--- src/rtl/farm_bus_transmitter.sv ---
// Growth-monitor bus transmitter: sensor round-robin plus one camera frame per request.
// Optional build macro TEST_PATTERN_EN adds an internal yellow/green test-pattern source.
module farm_bus_transmitter #(
    parameter int LINE_PIXELS   = 16,
    parameter int FRAME_LINES   = 8,
    parameter int VSYNC_CYCLES  = 2,
    parameter int HBLANK_CYCLES = 2,
    parameter int TAIL_CYCLES   = 4,
    parameter int SENSOR_REPEAT = 4
) (
    input  logic       clk,
    input  logic       rst_n,
    input  logic       sens_wr,
    input  logic [1:0] sens_addr,
    input  logic [7:0] sens_data,
    input  logic       scan_en,
    input  logic       frame_req,
    input  logic       pix_valid,
    input  logic [7:0] pix_data,
    output logic       pix_ready,
    input  logic       pat_en,
    output logic [7:0] bus_data,
    output logic [1:0] bus_sel,
    output logic       bus_href,
    output logic       bus_vsync,
    output logic       bus_mode,
    output logic       busy,
    output logic       frame_done,
    output logic       underrun
);
    typedef enum logic [2:0] {S_IDLE, S_SENSOR, S_VSYNC, S_LINE, S_HBLANK, S_TAIL} state_t;

    localparam logic [7:0] LAST_COL  = 8'(LINE_PIXELS - 1);
    localparam logic [7:0] LAST_LINE = 8'(FRAME_LINES - 1);
    localparam logic [3:0] LAST_VS   = 4'(VSYNC_CYCLES - 1);
    localparam logic [3:0] LAST_HB   = 4'(HBLANK_CYCLES - 1);
    localparam logic [3:0] LAST_TL   = 4'(TAIL_CYCLES - 1);
    localparam logic [3:0] LAST_REP  = 4'(SENSOR_REPEAT - 1);

    state_t          state_q, state_d;
    logic [3:0]      cnt_q, cnt_d;
    logic [7:0]      col_q, col_d;
    logic [7:0]      line_q, line_d;
    logic [1:0]      ch_q, ch_d;
    logic            pend_q, pend_d;
    logic [3:0][7:0] smp_q, smp_d;
    logic [7:0]      data_q, data_d;
    logic [1:0]      sel_q, sel_d;
    logic            href_q, href_d;
    logic            vsync_q, vsync_d;
    logic            mode_q, mode_d;
    logic            enter_vs;
    logic            use_pat;
    logic [7:0]      src_pix;
    logic            hs;

`ifdef TEST_PATTERN_EN
    localparam logic [7:0] HALF_COL = 8'(LINE_PIXELS / 2);
    logic pat_q, pat_d;

    // Pattern select is frozen at VSYNC entry so a frame never mixes sources.
    always_comb begin
        pat_d = pat_q;
        if (enter_vs) pat_d = pat_en;
    end

    always_ff @(posedge clk) begin
        if (!rst_n) pat_q <= 1'b0;
        else        pat_q <= pat_d;
    end

    assign use_pat = pat_q;
    assign src_pix = use_pat ? ((col_q < HALF_COL) ? 8'hF0 : 8'h1C) : pix_data;
`else
    logic unused_pat;
    assign unused_pat = pat_en;
    assign use_pat    = 1'b0;
    assign src_pix    = pix_data;
`endif

    assign hs = (state_q == S_LINE) && (use_pat || pix_valid);

    always_comb begin
        state_d = state_q;
        cnt_d   = cnt_q;
        col_d   = col_q;
        line_d  = line_q;
        ch_d    = ch_q;
        smp_d   = smp_q;
        if (sens_wr) smp_d[sens_addr] = sens_data;

        case (state_q)
            S_IDLE: begin
                if (pend_q) begin
                    state_d = S_VSYNC;
                    cnt_d   = '0;
                end else if (scan_en) begin
                    state_d = S_SENSOR;
                    ch_d    = '0;
                    cnt_d   = '0;
                end
            end
            S_SENSOR: begin
                if (cnt_q == LAST_REP) begin
                    cnt_d = '0;
                    ch_d  = ch_q + 2'd1;
                    if (pend_q)        state_d = S_VSYNC;
                    else if (!scan_en) state_d = S_IDLE;
                end else begin
                    cnt_d = cnt_q + 4'd1;
                end
            end
            S_VSYNC: begin
                if (cnt_q == LAST_VS) begin
                    state_d = S_LINE;
                    cnt_d   = '0;
                    col_d   = '0;
                    line_d  = '0;
                end else begin
                    cnt_d = cnt_q + 4'd1;
                end
            end
            S_LINE: begin
                if (hs) begin
                    col_d = col_q + 8'd1;
                    if (col_q == LAST_COL) begin
                        col_d   = '0;
                        line_d  = line_q + 8'd1;
                        cnt_d   = '0;
                        state_d = (line_q == LAST_LINE) ? S_TAIL : S_HBLANK;
                    end
                end
            end
            S_HBLANK: begin
                if (cnt_q == LAST_HB) begin
                    state_d = S_LINE;
                    cnt_d   = '0;
                end else begin
                    cnt_d = cnt_q + 4'd1;
                end
            end
            S_TAIL: begin
                if (cnt_q == LAST_TL) begin
                    cnt_d = '0;
                    if (pend_q) begin
                        state_d = S_VSYNC;
                    end else if (scan_en) begin
                        state_d = S_SENSOR;
                        ch_d    = '0;
                    end else begin
                        state_d = S_IDLE;
                    end
                end else begin
                    cnt_d = cnt_q + 4'd1;
                end
            end
            default: state_d = S_IDLE;
        endcase

        // A request arriving on the entry edge itself is a new request and survives.
        enter_vs = (state_d == S_VSYNC) && (state_q != S_VSYNC);
        pend_d   = frame_req | (pend_q & ~enter_vs);

        data_d  = data_q;
        sel_d   = sel_q;
        href_d  = 1'b0;
        vsync_d = 1'b0;
        mode_d  = 1'b1;
        case (state_d)
            S_IDLE: begin
                mode_d = 1'b0;
                data_d = '0;
            end
            S_SENSOR: begin
                mode_d = 1'b0;
                sel_d  = ch_d;
                data_d = smp_d[ch_d];
            end
            S_VSYNC: begin
                vsync_d = 1'b1;
                data_d  = '0;
            end
            default: ;
        endcase
        if (hs) begin
            href_d = 1'b1;
            data_d = src_pix;
        end
    end

    always_ff @(posedge clk) begin
        if (!rst_n) begin
            state_q <= S_IDLE;
            cnt_q   <= '0;
            col_q   <= '0;
            line_q  <= '0;
            ch_q    <= '0;
            pend_q  <= 1'b0;
            smp_q   <= '0;
            data_q  <= '0;
            sel_q   <= '0;
            href_q  <= 1'b0;
            vsync_q <= 1'b0;
            mode_q  <= 1'b0;
        end else begin
            state_q <= state_d;
            cnt_q   <= cnt_d;
            col_q   <= col_d;
            line_q  <= line_d;
            ch_q    <= ch_d;
            pend_q  <= pend_d;
            smp_q   <= smp_d;
            data_q  <= data_d;
            sel_q   <= sel_d;
            href_q  <= href_d;
            vsync_q <= vsync_d;
            mode_q  <= mode_d;
        end
    end

    assign bus_data   = data_q;
    assign bus_sel    = sel_q;
    assign bus_href   = href_q;
    assign bus_vsync  = vsync_q;
    assign bus_mode   = mode_q;
    assign busy       = state_q inside {S_VSYNC, S_LINE, S_HBLANK, S_TAIL};
    assign pix_ready  = (state_q == S_LINE) && !use_pat;
    assign underrun   = (state_q == S_LINE) && !use_pat && !pix_valid;
    assign frame_done = (state_q == S_TAIL) && (cnt_q == LAST_TL);
endmodule
--- config.mk ---
export PLATFORM = sky130hd
export DESIGN_NAME = farm_bus_transmitter
export DESIGN_NICKNAME = d
export VERILOG_FILES = /design/src/rtl/farm_bus_transmitter.sv
export SDC_FILE = /design/constraint.sdc
export NUM_CORES = 1
export LEC_CHECK = 0
export ABC_AREA = 1
export CAP_MARGIN = 20
export CELL_PAD_IN_SITES_DETAIL_PLACEMENT = 0
export CELL_PAD_IN_SITES_GLOBAL_PLACEMENT = 1
export CORE_MARGIN = 4
export CORE_UTILIZATION = 30
export CTS_CLUSTER_SIZE = 30
export DETAILED_ROUTE_END_ITERATION = 12
export HOLD_SLACK_MARGIN = 0.02
export PLACE_DENSITY_LB_ADDON = 0.1
export SETUP_SLACK_MARGIN = 0.2
export SYNTH_ARGS = -nofsm -noshare
export SYNTH_HDL_FRONTEND = slang
export SYNTH_SLANG_ARGS = --single-unit
--- constraint.sdc ---
create_clock -name clk -period 1.6 [get_ports clk]
set_input_delay 0.32 -clock clk [delete_from_list [all_inputs] [get_ports clk]]
set_output_delay 0.32 -clock clk [all_outputs]
set_load 0.1 [all_outputs]
==> impl_summary.log <==
INFO  metric routedWlPerCell = 12.47 um
INFO  metric first_iter_violations = 224
INFO  metric synth_seq_cells = 71
INFO  metric timing.clock.skew = 6.152 ps
INFO  metric combinational_family_with_the_most_area_after_synthesis = simple AND/OR/NAND/NOR gates
INFO  metric timing.critical_path.slowest_cell_delay = 360 ps
INFO  metric mapped_avg_cell_area = 6.740 um^2
INFO  metric finish.utilization = 0.5093
INFO  metric yosys-mux-area-fraction = 0.002488
INFO  metric synth_top_cell_by_area = dfxtp_1
INFO  metric synth_nets = 626
INFO  metric async_set_or_reset_register_ratio_after_synthesis = 0
INFO  metric htree_levels = 3
INFO  metric clk-insertion-delay-late = 340 ps
INFO  metric drive_gt1_frac = 0.4164
INFO  metric global_route.overflow_total = 0
INFO  metric worst_setup_hold_path_clk_slew = 60 ps
INFO  metric drt-total-wl = 11600 um
INFO  metric dominant_cell_by_count_in_the_synthesized_netlist = inv_1
INFO  metric port_buffers = 40
INFO  metric fp.dieArea = 15330 um^2
INFO  metric cp_cell_sequence = buf_12 -> inv_8 -> buf_12 -> nor2_4 -> buf_6 -> inv_4 -> nand4_1 -> buf_12
INFO  metric synth.lib_cells_used.distinct = 39
INFO  metric timing.setup.critical_path_class = reg -> out
INFO  metric core = 13190 um^2
INFO  metric maxClockFrequency = 547.6 MHz
INFO  metric yosysWarnings = 0
INFO  metric cts_num_sinks = around 70
INFO  metric power.clock.fraction = 0.265
INFO  metric synth-compound-area-share = 0.1039
INFO  metric worst-path-max-fanout = 4
INFO  metric total_number_of_nets_in_the_final_design = slightly below 800
INFO  metric synth_cells = 597
INFO  metric grt_pass1_wl = 19260 um
INFO  metric first_global_vias = 3968
INFO  metric switching_share = 0.3839
INFO  metric fin_crit = 1826 ps
INFO  metric top_level_ports = 42
INFO  metric setup_viol = 28
INFO  metric ff2ff_setup_slack = -180 ps
INFO  metric cp-start-kind = register
INFO  metric violations = negative setup slack
INFO  metric worst_path_max_delay_cell = dfxtp_2
INFO  metric insertedDiodeCount = 0
INFO  metric power.ir.vdd_worst = 0.5295 mV
INFO  metric die_y = 123.8 um
INFO  metric synth_ff_type = dfxtp_1
INFO  metric synth-seq-area-share = 0.3532
INFO  metric ff_to_ff_path_depth = 14
INFO  metric holdPathEnd = line_q[1]
INFO  metric power_report.internal_total = 4.209 mW
INFO  metric synth-adder-area-share = 0.01244
INFO  metric final_antenna_net_count = 0
INFO  metric cellLeakagePower = 3.101 nW
INFO  metric areaGrowthSynthToFinish = 66.95%
INFO  metric cpLargestDelayFamily = buffers and inverters
INFO  metric start_util = 0.3051
INFO  metric die_w = between 100 and 150 um
INFO  metric synth.top_cell.area_share = 0.3532
INFO  metric end_kind = output pin
INFO  metric synthXorXnorAreaFrac = 0.008706
INFO  metric min-delay-path-class = reg -> reg
INFO  metric post_dp_cell_area = between 5000 and 6000 um^2
INFO  metric setup_ws_final = -226.3 ps
INFO  metric crit_required = 1280 ps
INFO  metric detailedRoute.firstPassIterationCount = 4
INFO  metric critPathArrivalTime = about 1500 ps
INFO  metric dp_hpwl = 8165 um
INFO  metric rr_startpoint = state_q[1]
INFO  metric holdPathStages = 2
INFO  metric switching_power = 2.623 mW
INFO  metric core.rowCount = 42
INFO  metric unrepaired_setup_endpoints_after_global_routing = yes
INFO  metric finalHoldViolCount = 0
INFO  metric r2r_end = bus_data[2]
INFO  metric synth_top_cells_by_count = 112 x inv_1, 108 x nand2_1, 82 x nor2_1, 71 x dfxtp_1, 61 x nand3_1
INFO  metric max_slew.worst_pin.slew = between 300 and 400 ps
INFO  metric mappedNetlistArea = 4024 um^2
INFO  metric cts_buffer_depth = 2
INFO  metric cts_inserted_buffers = 9
INFO  metric grtUsageTotal = 0.1617
INFO  metric grt_antenna_before_repair = 0
INFO  metric pwr-share-seq = 0.303
INFO  metric max_slew_margin = 0.7878
INFO  metric synthTopCellsByArea = dfxtp_1 35%, inv_1 10%, nand2_1 10%
INFO  metric combPwrFrac = 0.432
INFO  metric period_share = 1.141
INFO  metric buffering_stage_count_on_the_worst_path_with_inverters_included = 6
INFO  metric synth_edf_count = 0
INFO  metric slew_viol_final = 0
INFO  metric status = finished with violations
INFO  metric power.density = 1017 nW/um^2
INFO  metric cp_common_cell = buf_12
INFO  metric largest_net_degree_at_the_start_of_global_routing = 36
INFO  metric tritoncts = done
INFO  metric routed_via_density = 4.448
INFO  metric timing.hold.worst.start = line_q[1]
INFO  metric via_count = 4137
INFO  metric drc = 0
INFO  metric yosys.area_share.simple = 0.3731
INFO  metric n_fill_cell = 1265
INFO  metric ctsRootBufferMaster = clkbuf_16
INFO  metric post-route-cell-area = 6718 um^2
INFO  metric gp_congestion = slightly below 0.9
INFO  metric max-cap-violations = 0
-- kinds of logic (layout without fill, tap and decap cells) --
logic type	Yosys count	in the layout
AND/OR/NAND/NOR	312	312
buffers and inverters	139	295
flip-flops	71	71
AO/OA/AOI/OAI	66	67
adder cells (fa/ha/maj)	4	4
XOR/XNOR	4	4
multiplexers	1	1
-- worst max-delay path by stage --
stage                     startpoint          end  slack (ps)  depth (start not counted)
after floorplan           state_q[1]         busy        -270                          6
after global placement       sens_wr  bus_data[6]        -510                         11
after detailed placement     scan_en  bus_data[6]        -520                         11
after CTS                 state_q[2]         busy        -240                          8
after global routing      state_q[1]         busy        -320                          8
final                     state_q[2]         busy        -230                          8
-- stage by stage --
step / TNS, ps / instances / hold slack (ps) / power, mW / setup WS (ps)
after global routing: -6355 / 930 / 501.0 / 7.209 / -320.2
after floorplan: -451.0 / 597 / 454.0 / 3.618 / -265.8
final: -2995 / 930 / 485.0 / 6.831 / -226.3
after CTS: -3164 / 918 / 484.4 / 6.736 / -241.4
after global placement: -12040 / 885 / 484.5 / 4.491 / -505.6
after detailed placement: -12990 / 885 / 491.2 / 4.499 / -522.7
-- power by group through the flow --
stage	Combinational, mW	Sequential [mW]	Clock (mW)
final	2.95	2.07	1.81
after global routing	3.17	2.09	1.96
after CTS	2.81	2.07	1.86
after detailed placement	2.40	2.10	0
after global placement	2.39	2.10	0
after floorplan	1.05	2.57	0
-- timing repair --
item                       CTS  global route
hold buffers                 0             0
cloned                       1             0
setup endpoints to repair   47            58
resized for setup          123            65
pin swaps                   36            25
buffers inserted            19            12
-- registers in the layout, indices dropped and copies added (netlist names) --
signal	count
bus_data	8
bus_href	1
bus_mode	1
bus_sel	2
bus_vsync	1
ch_q	2
cnt_q	4
col_q	8
line_q	8
pend_q	1
smp_q	32
state_q	3
-- layout by cell type, fill, tap and decap left out, types with 5 or more instances in the layout --
cell and n:
buf_4 80, nor2_1 57, nor2_2 8, buf_12 27, inv_2 11, o21ai_2 7, buf_6 29, a21oi_1 6
o21ai_1 14, o21ai_0 6, nand2_2 23, inv_4 5, inv_1 99, nand3_2 9, nand4_1 5, nand2_1 87
dfxtp_2 6, nand3_1 55, nand2_4 16, a21oi_2 15, nor2_4 27, clkbuf_16 9, o21a_1 15, dfxtp_1 61
nand2_8 5, clkdlybuf4s50_1 23
-- per-layer routing --
metal	routed length (um)	part of all wire	global-route usage	up-vias
met5	0	0	0	-
li1	-	-	-	2168
met4	168	0.014	0.05121	0
met1	5626	0.49	0.2238	1906
met3	428	0.037	0.03724	14
met2	5372	0.46	0.2491	49
-- final cells by class --
type | count | area [um^2] | share of cell area
multi-input cells | 388 | 2589 | 0.3854
inverters | 123 | 514.2 | 0.07655
clock inverters | 2 | 10.01 | 0.001490
repair buffers | 159 | 1698 | 0.2527
flip-flops and latches | 71 | 1444 | 0.2149
clock buffers | 11 | 242.7 | 0.03613
well taps | 176 | 220.2 | 0.03278
-- worst reg2reg max path, stage by stage (launching register included) --
cell	delay [ps]
dfxtp_4	370
buf_6	120
inv_6	30
buf_4	140
nand2_2	70
nor2_2	40
nand2_2	50
nand2_2	70
nor2_4	140
nand2_2	90
nor2_4	180
nor2_4	60
buf_12	150
nor2_4	100
a21oi_2	50
Power figures use the tool's default switching activity.
==> RTL change 1, RTL diff (same flow settings) <==
`data_q` no longer has a reset.
--- a/src/rtl/farm_bus_transmitter.sv
+++ b/src/rtl/farm_bus_transmitter.sv
@@ -197,7 +197,6 @@
             ch_q    <= '0;
             pend_q  <= 1'b0;
             smp_q   <= '0;
-            data_q  <= '0;
             sel_q   <= '0;
             href_q  <= 1'b0;
             vsync_q <= 1'b0;
@@ -210,12 +209,15 @@
             ch_q    <= ch_d;
             pend_q  <= pend_d;
             smp_q   <= smp_d;
-            data_q  <= data_d;
             sel_q   <= sel_d;
             href_q  <= href_d;
             vsync_q <= vsync_d;
             mode_q  <= mode_d;
         end
+    end
+
+    always_ff @(posedge clk) begin
+        data_q <= data_d;
     end
 
     assign bus_data   = data_q;
Behaviour: not the same (a bounded check fails within 4 cycles, from zero or initial values and one cycle with rst_n low).
==> RTL change 1 against the unedited design <==
The run still ends with setup timing left; critical path type is now reg2reg; global-route usage is 1.5 points lower; cell area shrank 10%; sequential cell count is the same; largest power group unchanged; synthesized area down 7.9%; routed wire length fell by 13%; critical endpoint is now bus_data[0]; synthesized cell count shrank 12%; power is 0.35% higher; setup slack improved by 0.029 ns.
==> RTL change 1: results (changes against the unedited design) <==
Outcome
  – Outcome: finished with violations
  – Failing checks: setup timing

Pwr
  – Sw frac: 37.03% (-1.4 points)
  – Pleak: 2.894 nW (-6.7%)
  – Combinational power: 2.70 mW (-8.5%)
  – Peak VDD IR: 534.8 uV (+0.99%)
  – Seq pwr share: 32.1% (+1.8 points)
  – Seq. pwr: 2.20 mW (+6%)

Timing
  – Hold Slack: 0.4736 ns (-0.01147 ns)
  – Final setup violation count: 41 (+46%)
  – Clock Skews: 0.006527 ns (+0.0003753 ns)
  – Final setup margin: -0.1973 ns (+0.02898 ns)

Synth
  – Most instantiated cells after synthesis: nand2_1 (113), inv_1 (89), dfxtp_1 (63)
  – EDFF count, synth: 8 (+8)
  – Syn_nets: 556 (-11%)
  – Synth cell types: 40 (+2.6%)
  – Sequential area share after synthesis: 40.53% (+5.2 points)
  – Syn avg cell area: 7.030 sq um (+4.3%)
  – Area contributors post-synth: dfxtp_1 (34%), nand2_1 (11%), inv_1 (9.0%), nand3_1 (6.9%), edfxtp_1 (6.5%)

Placement
  – Placed cells: 806 (-8.9%)
  – Place WS: -0.4558 ns (+0.06691 ns)
  – DP Area: 5215 sq um (-6.1%)

Setup path
  – Crit path max fanout: 5 (+1)
  – Crit path max-delay family: simple AND/OR/NAND/NOR gates
  – Worst r2r src: state_q[2]
  – R2R depth: 13 (-1)
  – Reg2reg end: bus_data[0]
  – Worst Path Arrival: 1.89 ns (+0.38 ns)
  – Crit path largest cell delay: 0.34 ns (-0.02 ns)

Cells and area
  – Fraction of layout cells with a size suffix above 1: 35.47% (-6.2 points)

Global route
  – Vias in the first global route: 3,488 (-12%)
  – GR Util met1: 18.47% (-3.9 points)
  – First-pass GRT wire length: 16.78 mm (-13%)
  – Met3 usage in global routing: 3.371% (-0.35 points)

Min path
  – Hold path start: line_q[2]
  – Hold EP: line_q[2]

Route
  – Initial DRC count: 109 (-51%)
  – Vias post-DR: 3,666 (-11%)
  – Vias per cell: 4.369 (-1.8%)
RTL change 1: cell types whose count changed in the layout (fill, tap and decap cells not counted), moves of 7 or more:
| cell | before | now |
|---|---|---|
| nand2_2 | 23 | 16 |
| inv_1 | 99 | 83 |
| edfxtp_1 | 0 | 8 |
| nor2_4 | 27 | 11 |
| buf_6 | 29 | 17 |
| a21oi_2 | 15 | 8 |
| nand3_1 | 55 | 40 |
| o21ai_0 | 6 | 17 |
| nand2_1 | 87 | 94 |
RTL change 1: worst max-delay path by stage:
stage,start,end,slack [ns]
global route,col_q[1],bus_data[1],-0.31
global placement,scan_en,bus_data[0],-0.43
floorplan,state_q[2],bus_data[0],-0.48
CTS,col_q[1],bus_data[3],-0.17
finish,state_q[2],bus_data[0],-0.20
detailed placement,sens_wr,bus_data[6],-0.46
RTL change 1: cells by family after synthesis:
logic type	share of synthesized area, %
buffers and inverters	11.79
flip-flops	40.53
AO/OA/AOI/OAI	10.20
adder cells (fa/ha/maj)	1.351
XOR/XNOR	1.891
AND/OR/NAND/NOR	34.25
RTL change 1: area by class of cell:
type	count	area [sq um]
Inverter	98	397.9
Clock buffer	12	236.5
Fill cell	1164	6037
Multi-Input combinational cell	346	2132
Timing Repair Buffer	140	1480
Clock inverter	4	47.55
Tap cell	168	210.2
Sequential cell	71	1520
RTL change 1: routing by layer:
metal,share of wire [%],vias up
li1,-,1941
met4,1.6,0
met5,0,-
met1,46,1664
met3,3.4,12
met2,49,49
RTL change 1: what timing repair did:
item,CTS,global route
gates cloned,0,1
buffers inserted,6,10
pin swaps,28,20
gates resized for setup,63,54
endpoints found under the setup margin,51,67
==> RTL change 2, RTL diff (same settings) <==
Made on the original files. `FRAME_LINES`: 8 -> 4.
--- a/src/rtl/farm_bus_transmitter.sv
+++ b/src/rtl/farm_bus_transmitter.sv
@@ -2,7 +2,7 @@
 // Optional build macro TEST_PATTERN_EN adds an internal yellow/green test-pattern source.
 module farm_bus_transmitter #(
     parameter int LINE_PIXELS   = 16,
-    parameter int FRAME_LINES   = 8,
+    parameter int FRAME_LINES   = 4,
     parameter int VSYNC_CYCLES  = 2,
     parameter int HBLANK_CYCLES = 2,
     parameter int TAIL_CYCLES   = 4,
Function: same outputs for any inputs over 4 cycles, from zero or initial values and one cycle with rst_n low; that may be too few to reach the edited logic, so the function may still have changed.
==> RTL change 2 against the unedited design <==
The run still ends with setup timing left; highest routed layer unchanged; setup slack better by 0.039 ns; clock skew shrank 0.0021 ns; routed wire length up 2.4%; power is 1.8% lower; synthesized area is 1.4% lower; cell area up 0.39%; count of clock-buffer cells in the layout up 4; critical path depth unchanged; sequential cell count is the same; maximum frequency rose by 2.2%; cell count grew 1.1%; synthesized cell count is 1.0% lower.
==> RTL change 2: results (changes against the unedited design) <==
Outcome
  – Outcome: finished with violations
  – Failing checks: setup timing

Min path
  – Min-Delay Path Class: reg2reg

Timing
  – TNS Setup: -3.981 ns (-0.9860 ns)
  – Final setup violation count: 34 (+21%)
  – Final setup margin: -0.1875 ns (+0.03874 ns)
  – Worst-Margin Slew: 0.4079 ns (+0.09154 ns)
  – Clock Skews: 0.004021 ns (-0.002131 ns)

Synth
  – Sequential area share after synthesis: 35.81% (+0.49 points)
  – Synth Instances: 591 (-1.0%)
  – Syn_nets: 620 (-0.96%)
  – Area contributors post-synth: dfxtp_1 (36%), inv_1 (10%), nand2_1 (9.5%), nor2_1 (8.3%), nand3_1 (7.2%)
  – Synth Area in Compound Gates: 11.03% (+0.65 points)
  – Post-Synth Adder-Cell Area: 1.261% (+0.017 points)
  – Most instantiated cells after synthesis: inv_1 (107), nand2_1 (100), nor2_1 (88)
  – Mux cell area share after synthesis: 0.2522% (+0.0035 points)
  – Post-Synth XOR/XNOR Area: 0.8827% (+0.012 points)

Placement
  – Placed cells: 880 (-0.56%)
  – Dpl hpwl: 8.261 mm (+1.2%)
  – GP Congestion: 0.8106 (-9.1%)
  – DP Area: 5485 sq um (-1.3%)
  – Place WS: -0.4418 ns (+0.08093 ns)

Global route
  – Largest net degree at the start of global routing: 40 (+11%)
  – Vias in the first global route: 4,051 (+2.1%)
  – All-Layer GR Usage: 16.22% (+0.049 points)
  – First-pass GRT wire length: 19.33 mm (+0.36%)

Clock tree
  – CTS Buf Count: 9 (unchanged)
  – Clock transition at path regs: 0.06 ns (about the same)
  – Clk_lat worst skew: 0.33 ns
  – Hold-fix buffers at CTS: 0 (unchanged)

Setup path
  – CP max stage cell: dfxtp_4
  – Crit path largest cell delay: 0.39 ns (+0.03 ns)
  – Worst Path Arrival: 1.47 ns (-0.04 ns)
  – Crit path max fanout: 5 (+1)

Route
  – Initial DRC count: 277 (+24%)
  – Drt total wl: 11.87 mm (+2.4%)
  – Vias post-DR: 4,157 (+0.48%)
  – WL/cell: 12.63 microns (+1.3%)

Cells and area
  – Fill count: 1,218 (-3.7%)
  – Final instance area: 6744 sq um (+0.39%)
  – Fraction of layout cells with a size suffix above 1: 41.80% (+0.15 points)
  – # nets final: 792 (+1.4%)

Pwr
  – Pleak: 3.046 nW (-1.8%)
  – Peak VDD IR: 539.6 uV (+1.9%)
==> RTL change 2: cell count changes in the layout (fill, tap and decap cells not counted), sizes merged, moves of 3 or more <==
| cell | delta |
|---|---|
| buf | +15 |
| clkdlybuf4s50 | -4 |
| nor3b | -3 |
| inv | -3 |
| nand2 | -13 |
| nand3 | +3 |
| nor2 | +7 |
| o21a | +8 |
| clkbuf | +5 |
==> RTL change 2: path summary, 6_finish.rpt <==
kind / from / to / slack (ns) / cells after the start
min reg2reg: line_q[1] / line_q[1] / 0.49 / 2
max: state_q[1] / busy / -0.19 / 8
max reg2reg: col_q[1] / bus_data[7] / -0.18 / 12
min: line_q[1] / line_q[1] / 0.49 / 2
==> RTL change 2: layer usage <==
metal | vias up | global-route usage [%] | wire, microns
li1 | 2185 | - | -
met1 | 1906 | 21.99 | 5831
met2 | 54 | 25.97 | 5538
met3 | 12 | 3.385 | 349
met4 | 0 | 4.983 | 153
met5 | - | 0 | 0
==> RTL change 2: timing repair <==
action / 4_1_cts / 5_1_grt
pin swaps: 19 / 50
buffers inserted: 17 / 25
gates resized for setup: 100 / 90
setup endpoints to repair: 46 / 42
endpoints found under the hold margin: 0 / 0
gates cloned: 2 / 0
==> RTL change 2: cell type report <==
cell class | instances | area share (%)
Multi-Input combinational cell | 386 | 37.68
Timing Repair Buffer | 175 | 26.57
Sequential cell | 71 | 21.47
Inverter | 119 | 7.236
Clock buffer | 15 | 3.673
Tap cell | 172 | 3.191
Timing Repair inverter | 1 | 0.1113
Clock inverter | 1 | 0.07421
==> RTL change 2: where the power goes <==
| part | leakage, nW | internal [mW] | total, mW | switching (mW) |
|---|---|---|---|---|
| combinational | 2.34 | 1.20 | 2.86 | 1.66 |
| clock | 0.122 | 1.05 | 1.78 | 0.729 |
| sequential | 0.586 | 1.92 | 2.07 | 0.145 |
